--- config.mk ---
export PLATFORM = sky130hd
export DESIGN_NAME = decode_ctrl_flat
export DESIGN_NICKNAME = d
export VERILOG_FILES = /design/src/rtl/decode_ctrl_if.sv /design/src/rtl/decode_ctrl.sv /design/src/flat_wrapper.sv
export SDC_FILE = /design/constraint.sdc
export NUM_CORES = 1
export LEC_CHECK = 0
export CAP_MARGIN = 20
export CORE_MARGIN = 4
export CORE_UTILIZATION = 52
export DETAILED_ROUTE_END_ITERATION = 7
export PLACE_DENSITY = 0.93
export SKIP_CTS_REPAIR_TIMING = 1
export SLEW_MARGIN = 15
export SYNTH_ARGS = -nofsm -noshare
export SYNTH_HDL_FRONTEND = slang
export SYNTH_SLANG_ARGS = --single-unit
--- constraint.sdc ---
create_clock -name clk -period 2.56 [get_ports clk]
set_input_delay 0.64 -clock clk [delete_from_list [all_inputs] [get_ports clk]]
set_output_delay 0.64 -clock clk [all_outputs]
set_load 0.02 [all_outputs]
--- src/rtl/decode_ctrl_if.sv ---
// ============================================================================
// decode_ctrl_if : fetch / extender / execute bundle for the decode stage
// Revision 1.0
// ============================================================================
`default_nettype none

interface decode_ctrl_if #(
  parameter int XLEN = 32
);
  logic            in_valid;
  logic            in_ready;
  logic [XLEN-1:0] in_instr;
  logic [XLEN-1:0] in_pc;
  logic [XLEN-1:0] ext_in;
  logic [2:0]      ext_sel;
  logic [XLEN-1:0] ext_out;
  logic            out_valid;
  logic            out_ready;
  logic [XLEN-1:0] out_instr;
  logic [XLEN-1:0] out_pc;
  logic [XLEN-1:0] out_imm;
  logic [2:0]      out_imm_sel;
  logic            out_illegal;

  modport slave (
    input  in_valid, in_instr, in_pc, ext_out, out_ready,
    output in_ready, ext_in, ext_sel,
    output out_valid, out_instr, out_pc, out_imm, out_imm_sel, out_illegal
  );

  modport master (
    output in_valid, in_instr, in_pc, ext_out, out_ready,
    input  in_ready, ext_in, ext_sel,
    input  out_valid, out_instr, out_pc, out_imm, out_imm_sel, out_illegal
  );
endinterface

`default_nettype wire

--- src/rtl/decode_ctrl.sv ---
// ============================================================================
// decode_ctrl : RV32I immediate-select decode with skid-buffered output stage
// Revision 1.0
// ============================================================================
`default_nettype none

module decode_ctrl #(
  parameter int XLEN        = 32,
  parameter int STALL_CNT_W = 16
) (
  input  wire logic                   clk,
  input  wire logic                   rst,
  input  wire logic                   flush,
  decode_ctrl_if.slave                bus,
  output logic [STALL_CNT_W-1:0]      stall_cnt
);

  localparam logic [6:0] c_op_lui    = 7'b0110111;
  localparam logic [6:0] c_op_auipc  = 7'b0010111;
  localparam logic [6:0] c_op_jal    = 7'b1101111;
  localparam logic [6:0] c_op_branch = 7'b1100011;
  localparam logic [6:0] c_op_store  = 7'b0100011;
  localparam logic [6:0] c_op_jalr   = 7'b1100111;
  localparam logic [6:0] c_op_load   = 7'b0000011;
  localparam logic [6:0] c_op_imm    = 7'b0010011;
  localparam logic [6:0] c_op_fence  = 7'b0001111;
  localparam logic [6:0] c_op_system = 7'b1110011;
  localparam logic [6:0] c_op_op     = 7'b0110011;

  localparam logic [2:0] c_sel_i    = 3'b000;
  localparam logic [2:0] c_sel_u    = 3'b001;
  localparam logic [2:0] c_sel_j    = 3'b010;
  localparam logic [2:0] c_sel_b    = 3'b011;
  localparam logic [2:0] c_sel_s    = 3'b100;
  localparam logic [2:0] c_sel_none = 3'b111;

  localparam logic [STALL_CNT_W-1:0] c_cnt_one = 1;
  localparam logic [STALL_CNT_W-1:0] c_cnt_max = '1;

  typedef struct packed {
    logic [XLEN-1:0] instr;
    logic [XLEN-1:0] pc;
    logic [XLEN-1:0] imm;
    logic [2:0]      sel;
    logic            illegal;
  } entry_t;

  localparam entry_t c_entry_rst = '{instr: '0, pc: '0, imm: '0, sel: 3'b111, illegal: 1'b0};

  logic [2:0]            w_sel;
  logic                  w_illegal;
  logic                  w_accept;
  logic                  w_out_free;
  entry_t                w_in_entry;
  entry_t                r_out;
  entry_t                r_skid;
  logic                  r_out_valid;
  logic                  r_skid_valid;
  logic [STALL_CNT_W-1:0] r_stall_cnt;

  // Opcodes with instr[1:0] != 2'b11 never match a listed case, so they fall to illegal.
  always_comb begin
    w_sel     = c_sel_none;
    w_illegal = 1'b0;
    case (bus.in_instr[6:0])
      c_op_lui, c_op_auipc: w_sel = c_sel_u;
      c_op_jal:             w_sel = c_sel_j;
      c_op_branch:          w_sel = c_sel_b;
      c_op_store:           w_sel = c_sel_s;
      c_op_jalr, c_op_load, c_op_imm, c_op_fence, c_op_system: w_sel = c_sel_i;
      c_op_op:              w_sel = c_sel_none;
      default:              w_illegal = 1'b1;
    endcase
  end

  assign bus.ext_in  = bus.in_instr;
  assign bus.ext_sel = w_sel;

  assign w_accept   = bus.in_valid && !r_skid_valid;
  assign w_out_free = !r_out_valid || bus.out_ready;
  assign w_in_entry = '{instr: bus.in_instr, pc: bus.in_pc, imm: bus.ext_out,
                        sel: w_sel, illegal: w_illegal};

  always_ff @(posedge clk) begin
    if (rst) begin
      r_out        <= c_entry_rst;
      r_skid       <= c_entry_rst;
      r_out_valid  <= 1'b0;
      r_skid_valid <= 1'b0;
    end else if (flush) begin
      r_out_valid  <= 1'b0;
      r_skid_valid <= 1'b0;
    end else if (w_out_free) begin
      // A full skid implies in_ready was low, so no new entry competes with it.
      if (r_skid_valid) begin
        r_out        <= r_skid;
        r_out_valid  <= 1'b1;
        r_skid_valid <= 1'b0;
      end else if (w_accept) begin
        r_out       <= w_in_entry;
        r_out_valid <= 1'b1;
      end else begin
        r_out_valid <= 1'b0;
      end
    end else if (w_accept) begin
      r_skid       <= w_in_entry;
      r_skid_valid <= 1'b1;
    end
  end

  always_ff @(posedge clk) begin
    if (rst) begin
      r_stall_cnt <= '0;
    end else if (r_out_valid && !bus.out_ready && r_stall_cnt != c_cnt_max) begin
      r_stall_cnt <= r_stall_cnt + c_cnt_one;
    end
  end

  assign bus.in_ready    = !r_skid_valid;
  assign bus.out_valid   = r_out_valid;
  assign bus.out_instr   = r_out.instr;
  assign bus.out_pc      = r_out.pc;
  assign bus.out_imm     = r_out.imm;
  assign bus.out_imm_sel = r_out.sel;
  assign bus.out_illegal = r_out.illegal;
  assign stall_cnt       = r_stall_cnt;

endmodule

`default_nettype wire
--- src/flat_wrapper.sv ---
// flat-port wrapper written by rule: the top's interface ports become plain ports
module decode_ctrl_flat 
#(
  parameter int XLEN        = 32,
  parameter int STALL_CNT_W = 16
)
  (clk, rst, flush, stall_cnt, bus_in_valid, bus_in_instr, bus_in_pc, bus_ext_out, bus_out_ready, bus_in_ready, bus_ext_in, bus_ext_sel, bus_out_valid, bus_out_instr, bus_out_pc, bus_out_imm, bus_out_imm_sel, bus_out_illegal);
  decode_ctrl_if #(.XLEN(XLEN)) bus_i ();
  input  wire logic clk;
  input  wire logic rst;
  input  wire logic flush;
  output logic [STALL_CNT_W-1:0] stall_cnt;
  input wire logic [$bits(bus_i.in_valid)-1:0] bus_in_valid;
  input wire logic [$bits(bus_i.in_instr)-1:0] bus_in_instr;
  input wire logic [$bits(bus_i.in_pc)-1:0] bus_in_pc;
  input wire logic [$bits(bus_i.ext_out)-1:0] bus_ext_out;
  input wire logic [$bits(bus_i.out_ready)-1:0] bus_out_ready;
  output wire logic [$bits(bus_i.in_ready)-1:0] bus_in_ready;
  output wire logic [$bits(bus_i.ext_in)-1:0] bus_ext_in;
  output wire logic [$bits(bus_i.ext_sel)-1:0] bus_ext_sel;
  output wire logic [$bits(bus_i.out_valid)-1:0] bus_out_valid;
  output wire logic [$bits(bus_i.out_instr)-1:0] bus_out_instr;
  output wire logic [$bits(bus_i.out_pc)-1:0] bus_out_pc;
  output wire logic [$bits(bus_i.out_imm)-1:0] bus_out_imm;
  output wire logic [$bits(bus_i.out_imm_sel)-1:0] bus_out_imm_sel;
  output wire logic [$bits(bus_i.out_illegal)-1:0] bus_out_illegal;
  assign bus_i.in_valid = bus_in_valid;
  assign bus_i.in_instr = bus_in_instr;
  assign bus_i.in_pc = bus_in_pc;
  assign bus_i.ext_out = bus_ext_out;
  assign bus_i.out_ready = bus_out_ready;
  assign bus_in_ready = bus_i.in_ready;
  assign bus_ext_in = bus_i.ext_in;
  assign bus_ext_sel = bus_i.ext_sel;
  assign bus_out_valid = bus_i.out_valid;
  assign bus_out_instr = bus_i.out_instr;
  assign bus_out_pc = bus_i.out_pc;
  assign bus_out_imm = bus_i.out_imm;
  assign bus_out_imm_sel = bus_i.out_imm_sel;
  assign bus_out_illegal = bus_i.out_illegal;
  decode_ctrl #(.XLEN(XLEN), .STALL_CNT_W(STALL_CNT_W)) u_core (.clk(clk), .rst(rst), .flush(flush), .bus(bus_i), .stall_cnt(stall_cnt));
endmodule
==> Yosys cells after proc, flatten, opt, wreduce, memory -nomap -nowiden <==
Index checks and enable logic that the tools add are counted.
{ "word_totals": {"register_bits": 218, "inputBits": 101, "output_inout_bits": 153, "word_cells": 49} }
{ "op_classes": {"add_sub_neg": 1, "n_eq_ne": 12, "mux": 6, "n_bitwise": 2, "reduce_logical": 15} }
{ "op_table": {"columns": ["operator", "n"], "rows": [
  ["$mux 100", 2],
  ["$eq 7x7->1 const B", 4],
  ["$eq 7x6->1 const B", 3],
  ["$add 16x1->16 const B", 1],
  ["$ne 16x16->1 const B", 1],
  ["$pmux 3 s5", 1],
  ["$eq 7x5->1 const B", 2],
  ["$reduce_or 11->1", 1],
  ["$eq 7x2->1 const B", 1],
  ["$eq 7x4->1 const B", 1],
  ["$reduce_and 3->1", 2],
  ["$reduce_or 5->1", 1],
  ["$reduce_or 2->1", 2],
  ["$logic_and 1x1->1", 3],
  ["$logic_not 1->1", 3],
  ["$mux 1", 3],
  ["$reduce_or 3->1", 1],
  ["$not 1->1", 2],
  ["$reduce_bool 2->1", 1],
  ["$logic_or 1x1->1", 1]
]} }

==> Longest topological paths before layout <==
Gate-level depths: netlist of the first run.
{ "depth": {"word_depth": 5, "mapped_depth": 7, "depth_no_buf": 6} }

==> Worst setup path after synthesis of the first run <==
No wires, ideal clock.
{ "synth_timing": {"path_kind": "input to output", "startpoint": "input bus_in_instr[5]", "endpoint": "output bus_ext_sel[2]", "t_arrival_ns": 1.740, "t_required_ns": 1.920, "slack_ns": 0.180, "path_stages": 4, "n_path_buf": 1, "path_cell_list": "clkbuf_2 or3b_1 a21oi_2 o311ai_1"} }
{ "synth_via": {"elab_chain_cells": 3, "word_cells_on_any_way": 13, "cone_classes": "eq/ne: 10; mux: 1; reduce/logical: 2"} }
{ "synth_rtl": {"columns": ["element", "line_no", "text"], "rows": [
  ["from (decl)", "flat_wrapper.sv:14", "input wire logic [$bits(bus_i.in_instr)-1:0] bus_in_instr;"],
  ["$eq 7x7->1 (tied with other cells)", "decode_ctrl.sv:65", "case (bus.in_instr[6:0])"],
  ["$reduce_or 5->1 or $reduce_or 2->1 (tied branches)", null, null],
  ["$pmux 3 s5 (*)", "decode_ctrl.sv:65", null],
  ["to (decl)", "flat_wrapper.sv:20", "output wire logic [$bits(bus_i.ext_sel)-1:0] bus_ext_sel;"]
]} }
Mark *: on every way between the ends. The rest lies on a longest branch, timed or not.

==> Final worst setup path of the first run <==
{ "layout_timing": {"startpoint": "input bus_in_instr[1]", "endpoint": "output bus_ext_sel[1]"} }
The elaborated chain is that of the path after synthesis.

==> impl_metrics.yaml, run 1 <==
status:
  status: "finished clean"
global_route:
  grt_pass1_vias: 7963
  grt_usage_pct: 23.6
  use_met2_pct: 42.4
  antenna_found_initial: 0
  grt_busiest_layer: "met2"
  grt_overflow: 0
  grt_pass1_wl_um: 39400
  grt_util_met3_pct: 4.70
  met1_usage_pct: 28.1
  grt_max_degree: 87
clock_tree:
  insertion_delay_ns: 0.49
  cts_num_sinks: 218
  cts-buffers-inserted: 23
  h-tree-depth: 1
  clock_path_buffers: 3
  clockRootBuffer: "clkbuf_16"
  clk_pin_slew_ns: 0.05
  cts_tree: "built"
routing:
  avgViaCountPerCell: 5.52
  antenna_left: 0
  via_count: 8188
  dr.pass1.iters: 5
  route.detailed.drc: 0
  first_iter_violations: 408
  routedWlPerCell_um: 16.8
  wl_um: 25000
job:
  drv_cap: 0
die:
  die-area_mm2: 0.0196
  initial_core_util_pct: 53.8
  ios: 254
  core_mm2: 0.0168
  die_h_um: 140
  core.rowCount: 47
  die_w_um: 140
placed_design:
  place_inst: 1443
  dp_hpwl_um: 16900
  place_ws_ns: -0.775
  place_area_mm2: 0.0117
  place_congestion: 0.844
  port_buffers: 253
finish:
  final_common_cell: "clkdlybuf4s50_1"
  fin_area_mm2: 0.0125
  drive_above_1_share_pct: 7.60
  layout_common_cells: "clkdlybuf4s50_1 (241), dfxtp_1 (217), nand2_1 (201), nor2_1 (123), a21oi_1 (103)"
  area_growth_pct: 38.3
  nets: 1350
  n_antenna_cell: 0
  stdcell_count: 1483
setup_path:
  path_class: "input pin to output pin"
  path_max_fanout: 5
  endpoint_kind: "output pin"
  crit_arrival_ns: 1.86
  cp.required_ns: 1.92
  crit_path_start_kind: "input pin"
timing:
  finalCritPeriodShare_pct: 97.6
  maxSlewViolCount: 0
  clock_skew_ns: 0.00895
  relSlewSlack_pct: 63.2
  finalHoldViolations: 0
  fin_ws_ns: 0.0610
  setup_viol: 0
  worst_pin_slew_ns: 0.552
  fmax_mhz: 400
  fin_crit_ns: 2.50
logic_synthesis:
  synth_top_area_cell: "dfxtp_1"
  synth_ff_type: "dfxtp_1"
  synth_nets: 1146
  async_reset_ff_share_pct: 0
  synth.ff_latch_count: 218
  synth_cell_types: 43
  yosysWarnings: 0
  synth_area_leaders: "dfxtp_1 (48%), mux2i_1 (11%), a211oi_1 (8.5%), nand2_1 (8.4%), a21oi_1 (5.7%)"
  synth-edff-count: 0
  syn_area_per_cell_um2: 8.67
  synth-seq-area-share_pct: 48.2
  netlist.area_leader.share_pct: 48.2
  netlist_instances: 1044
  synth.cell_area_mm2: 0.00905
pwr:
  ir_drop_uv: 497
  powerDensity_mw_per_mm2: 644
  static-leakage-power_nw: 4.21
min_path:
  hold_class: "flip-flop to flip-flop"
[state kept, by name (all words and copies together) (netlist names)]
| signal | cells |
|---|---|
| u_core.r_skid_valid | 1 |
| u_core.bus.out_imm_sel | 3 |
| u_core.bus.out_valid | 1 |
| u_core.bus.out_instr | 32 |
| u_core.r_skid | 100 |
| u_core.bus.out_imm | 32 |
| u_core.bus.out_pc | 32 |
| u_core.stall_cnt | 16 |
| u_core.bus.out_illegal | 1 |
[cell families after synthesis]
family                   share of synthesized area [%]
multiplexers                                      11.0
AO/OA/AOI/OAI                                     15.7
AND/OR/NAND/NOR                                   17.0
buffers and inverters                             7.05
adder cells (fa/ha/maj)                          0.138
XOR/XNOR                                         0.968
flip-flops                                        48.2
[report_power, final]
group          internal (mW)  total, mW  switching, mW
combinational          0.528       1.08          0.556
clock                   2.09       3.39           1.30
sequential              3.52       3.59         0.0706
[worst max-delay path: stages]
cell             delay (ns)
clkdlybuf4s50_1        0.55
nand2_2                0.14
nor3_1                 0.28
a211oi_2               0.07
buf_2                  0.18
[synthesized netlist by cell type (6+ instances only)]
cell type and count:
nor2_1 123, mux2i_1 99, clkbuf_1 35, buf_2 41
nor3_1 8, buf_4 38, a211oi_1 102, nand3_1 7
nand2_1 202, dfxtp_1 218, a21oi_1 103, xnor2_1 6
[layer usage]
layer  wire (um)  share of wire, %  up-vias
li1            -                 -     3975
met1        9990                40     3884
met5           0                 0        -
met4         777               3.1        0
met2       12700                51      272
met3        1520               6.1       57
[area by class of cell]
type | instances | area, um^2
inverters | 3 | 11.3
repair buffers | 294 | 2990
multi-input cells | 708 | 4110
clock buffers | 31 | 616
fillers | 1129 | 4310
clock inverters | 9 | 148
well taps | 220 | 275
flip-flops and latches | 218 | 4370
[metrics by stage]
stage          total power [mW]  TNS [ns]  hold slack, ns  utilization [%]
2_1_floorplan              4.18         0           0.436                -
3_3_place_gp               4.70     -2.21           0.441             69.6
3_5_place_dp               4.73     -2.40           0.446             69.6
4_1_cts                    8.12     -2.45           0.454             74.1
5_1_grt                    8.32   -0.0168           0.471             74.4
6_report                   8.06         0           0.453             74.4
[final timing paths]
check / from / end / slack, ns / depth (start not counted)
hold / removal: u_core.r_skid[80]$_SDFFE_PP0P_ / u_core.r_skid[80]$_SDFFE_PP0P_ / 0.45 / 2
hold reg to reg: u_core.r_skid[80]$_SDFFE_PP0P_ / u_core.r_skid[80]$_SDFFE_PP0P_ / 0.45 / 2
setup reg to reg: u_core.r_skid_valid$_SDFFE_PP0P_ / u_core.bus.out_pc[0]$_SDFFE_PP0P_ / 0.49 / 7
setup / recovery: bus_in_instr[1] / bus_ext_sel[1] / 0.06 / 5
(Power assumes the default switching activity.)
==> run 2: changes to the inputs <==
--- a/config.mk
+++ b/config.mk
@@ -7,9 +7,11 @@
 export LEC_CHECK = 0
 export CAP_MARGIN = 20
 export CORE_MARGIN = 4
-export CORE_UTILIZATION = 52
+export CORE_UTILIZATION = 60
+export CTS_CLUSTER_SIZE = 20
 export DETAILED_ROUTE_END_ITERATION = 7
-export PLACE_DENSITY = 0.93
+export DONT_BUFFER_PORTS = 1
+export PLACE_DENSITY = 0.83
 export SKIP_CTS_REPAIR_TIMING = 1
 export SLEW_MARGIN = 15
 export SYNTH_ARGS = -nofsm -noshare
==> impl_metrics.yaml, run 2 (synthesis results as in run 1) <==
global_route:
  antenna_found_initial: 0
  grt_max_degree: 222
  grt_pass1_vias: 6182
  grt_usage_pct: 22.2
  grt_overflow: 0
  grt_pass1_wl_um: 31400
job:
  drv_cap: 0
routing:
  avgViaCountPerCell: 5.86
  wl_um: 20300
  route.detailed.drc: 0
  routedWlPerCell_um: 17.4
  first_iter_violations: 436
  antenna_left: 0
  dr.pass1.iters: 5
  via_count: 6832
clock_tree:
  clock_path_buffers: 3
  clk_pin_slew_ns: 0.06
  cts_num_sinks: 218
  clockRootBuffer: "clkbuf_16"
  insertion_delay_ns: 0.50
  cts-buffers-inserted: 23
  h-tree-depth: 1
  cts_tree: "built"
setup_path:
  endpoint_kind: "output pin"
  slowest_stage: "a211oi_1"
  path_buf_inv: 0
  crit_arrival_ns: 1.70
  path_class: "input pin to output pin"
  path_max_fanout: 6
  cp_cell_sequence: "nand2_1, a2111oi_0, a211oi_1"
  startpoint: "bus_in_instr[1]"
  crit_family: "compound AO/OA/AOI/OAI gates"
  max_stage_delay_ns: 0.82
  cp.required_ns: 1.92
  r2r-start: "u_core.bus.out_valid$_SDFFE_PP0N_"
  crit_path_start_kind: "input pin"
timing:
  finalHoldViolations: 0
  grt_setup_unrepaired: "no"
  tns_ns: 0
  worst_pin_slew_ns: 0.975
  maxSlewViolCount: 0
  setup_viol: 0
  finalCritPeriodShare_pct: 91.4
  fmax_mhz: 427
  finalHoldWorstSlack_ns: 0.199
  relSlewSlack_pct: 34.6
  clock_skew_ns: 0.0175
  fin_crit_ns: 2.34
die:
  die_h_um: 131
  die_w_um: 131
  core_mm2: 0.0146
  die-area_mm2: 0.0171
  core.rowCount: 44
  ios: 254
  initial_core_util_pct: 61.8
min_path:
  hp-start: "flush"
  hold_class: "input pin to flip-flop"
status:
  status: "finished clean"
placed_design:
  port_buffers: 0
  dp_hpwl_um: 13000
  place_area_mm2: 0.00886
  place_inst: 1128
  place_congestion: 0.797
finish:
  area_growth_pct: 5.73
  drive_above_1_share_pct: 6.01
  nets: 1071
  regMostFlops: "u_core.r_skid"
  final_common_cell: "dfxtp_1"
  fin_area_mm2: 0.00957
  n_antenna_cell: 0
  post-route-util_pct: 65.3
  stdcell_count: 1166
  largest_reg_flops: 100
  layout_common_cells: "dfxtp_1 (217), nand2_1 (202), nor2_1 (123), a21oi_1 (103), a211oi_1 (102)"
  fillers: 1163
pwr:
  powerDensity_mw_per_mm2: 750
  static-leakage-power_nw: 3.05
  ir_drop_uv: 592
[run 2: routing by layer]
layer | vias up | global-route usage [%] | part of all wire [%]
li1 | 3421 | - | -
met1 | 3171 | 27.1 | 40
met2 | 208 | 36.5 | 47
met3 | 32 | 9.23 | 11
met4 | 0 | 6.05 | 2.0
met5 | - | 0 | 0
[run 2: stage by stage]
| stage | worst slack [ns] | power [mW] |
|---|---|---|
| floorplan | 0.180 | 4.18 |
| global placement | 0.238 | 4.13 |
| detailed placement | 0.201 | 4.14 |
| CTS | 0.192 | 7.24 |
| global route | 0.156 | 7.45 |
| finish | 0.221 | 7.17 |
[run 2: worst paths after layout]
| kind | slack (ns) | cells after the start | endpoint |
|---|---|---|---|
| setup reg to reg | 0.62 | 7 | u_core.bus.out_pc[25]$_SDFFE_PP0P_ |
| hold / removal | 0.20 | 1 | u_core.r_skid_valid$_SDFFE_PP0P_ |
| hold reg to reg | 0.45 | 2 | u_core.r_skid[87]$_SDFFE_PP0P_ |
| setup / recovery | 0.22 | 3 | bus_ext_sel[1] |
[run 2: final cells by class]
type / instances / area (um^2) / share of cell area [%]
inverter: 3 / 11.3 / 0.118
clock buffer: 31 / 667 / 6.97
clock inverter: 7 / 38.8 / 0.405
tap: 184 / 230 / 2.41
timing repair buffer: 15 / 188 / 1.96
multi-input combinational: 708 / 4060 / 42.5
sequential: 218 / 4370 / 45.7
[run 2: report_power, final]
group / switching [mW] / total [mW] / internal [mW] / leakage, nW
Sequential: 0.226 / 3.74 / 3.52 / 1.78
Combinational: 0.179 / 0.324 / 0.146 / 0.914
Clock: 1.29 / 3.10 / 1.81 / 0.356
==> run 3: changes to the inputs <==
--- a/config.mk
+++ b/config.mk
@@ -5,13 +5,12 @@
 export SDC_FILE = /design/constraint.sdc
 export NUM_CORES = 1
 export LEC_CHECK = 0
-export CAP_MARGIN = 20
 export CORE_MARGIN = 4
-export CORE_UTILIZATION = 60
+export CORE_UTILIZATION = 38
 export CTS_CLUSTER_SIZE = 20
 export DETAILED_ROUTE_END_ITERATION = 7
 export DONT_BUFFER_PORTS = 1
-export PLACE_DENSITY = 0.83
+export PLACE_DENSITY = 0.59
 export SKIP_CTS_REPAIR_TIMING = 1
 export SLEW_MARGIN = 15
 export SYNTH_ARGS = -nofsm -noshare
==> impl_metrics.yaml, run 3 (synthesis results as in run 1) <==
status:
  status: "finished clean"
placed_design:
  port_buffers: 0
  place_inst: 1266
  place_ws_ns: 0.106
  dp_hpwl_um: 14000
  place_area_mm2: 0.00905
  place_congestion: 0.792
global_route:
  grt_usage_pct: 16.1
  grt_pass1_wl_um: 35200
  antenna_found_initial: 0
  grt_max_degree: 222
  grt_pass1_vias: 6265
  grt_overflow: 0
setup_path:
  crit_family: "compound AO/OA/AOI/OAI gates"
  path_buf_inv: 0
  crit_path_start_kind: "input pin"
  endpoint_kind: "output pin"
  path_class: "input pin to output pin"
  cp_cell_sequence: "or3b_1, a21oi_2, o311ai_1"
  cp.required_ns: 1.92
  crit_arrival_ns: 1.79
  slowest_stage: "o311ai_1"
  path_max_fanout: 9
  max_stage_delay_ns: 0.89
routing:
  antenna_left: 0
  first_iter_violations: 461
  route.detailed.drc: 0
  routedWlPerCell_um: 16.8
  via_count: 6746
  dr.pass1.iters: 5
  avgViaCountPerCell: 5.15
  wl_um: 22000
clock_tree:
  clk_pin_slew_ns: 0.06
  insertion_delay_ns: 0.51
  cts_num_sinks: 218
  cts_tree: "built"
  cts-buffers-inserted: 24
  h-tree-depth: 1
  clock_path_buffers: 3
  clockRootBuffer: "clkbuf_16"
job:
  drv_cap: 0
die:
  ios: 254
  die-area_mm2: 0.0263
  initial_core_util_pct: 38.5
  die_w_um: 162
  die_h_um: 162
  core.rowCount: 56
  core_mm2: 0.0235
finish:
  drive_above_1_share_pct: 6.56
  layout_common_cells: "dfxtp_1 (217), nand2_1 (202), nor2_1 (123), a21oi_1 (103), a211oi_1 (102)"
  post-route-util_pct: 41.9
  nets: 1075
  n_antenna_cell: 0
  fin_area_mm2: 0.00984
  regMostFlops: "u_core.r_skid"
  final_common_cell: "dfxtp_1"
  area_growth_pct: 8.81
  fillers: 2312
  largest_reg_flops: 100
  stdcell_count: 1310
timing:
  clock_skew_ns: 0.0119
  fin_ws_ns: 0.125
  fin_crit_ns: 2.43
  tns_ns: 0
  relSlewSlack_pct: 30.0
  maxSlewViolCount: 0
  setup_viol: 0
  finalCritPeriodShare_pct: 95.1
  grt_setup_unrepaired: "no"
  finalHoldViolations: 0
  worst_pin_slew_ns: 1.03
  fmax_mhz: 411
pwr:
  static-leakage-power_nw: 3.10
  powerDensity_mw_per_mm2: 756
  ir_drop_uv: 475
min_path:
  hold_class: "input pin to flip-flop"
## run 3: final timing paths
check	startpoint	endpoint	slack (ns)	depth (start not counted)
max	bus_in_instr[3]	bus_ext_sel[2]	0.13	3
max reg2reg	u_core.stall_cnt[1]$_SDFFE_PP0P_	u_core.stall_cnt[1]$_SDFFE_PP0P_	0.69	6
min reg2reg	u_core.r_skid[78]$_SDFFE_PP0P_	u_core.r_skid[78]$_SDFFE_PP0P_	0.45	2
min	flush	u_core.r_skid_valid$_SDFFE_PP0P_	0.20	1
## run 3: area by class of cell
cell class	count	area [um^2]	area share, %
multi-input cells	708	4060	41.3
well taps	319	399	4.05
repair buffers	18	210	2.14
clock inverters	5	35.0	0.356
inverters	3	11.3	0.114
flip-flops and latches	218	4370	44.4
clock buffers	39	758	7.70
## run 3: metal layers
metal  GRT usage [%]  wire length (um)  part of all wire [%]
met4            4.34               528                   2.4
met3            5.07              1820                   8.3
met1            21.0              9380                    43
met2            25.7             10200                    47
met5               0                 0                     0
## run 3: per-stage QoR
step | power (mW) | hold WS, ns
6_report | 7.44 | 0.197
5_1_grt | 7.78 | 0.160
4_1_cts | 7.56 | 0.165
3_5_place_dp | 4.15 | 0.440
3_3_place_gp | 4.14 | 0.437
2_1_floorplan | 4.18 | 0.436
## run 3: report_power, final
part	switching, mW	internal (mW)
Combinational	0.177	0.146
Clock	1.35	2.02
Sequential	0.228	3.52
Total	1.76	5.68
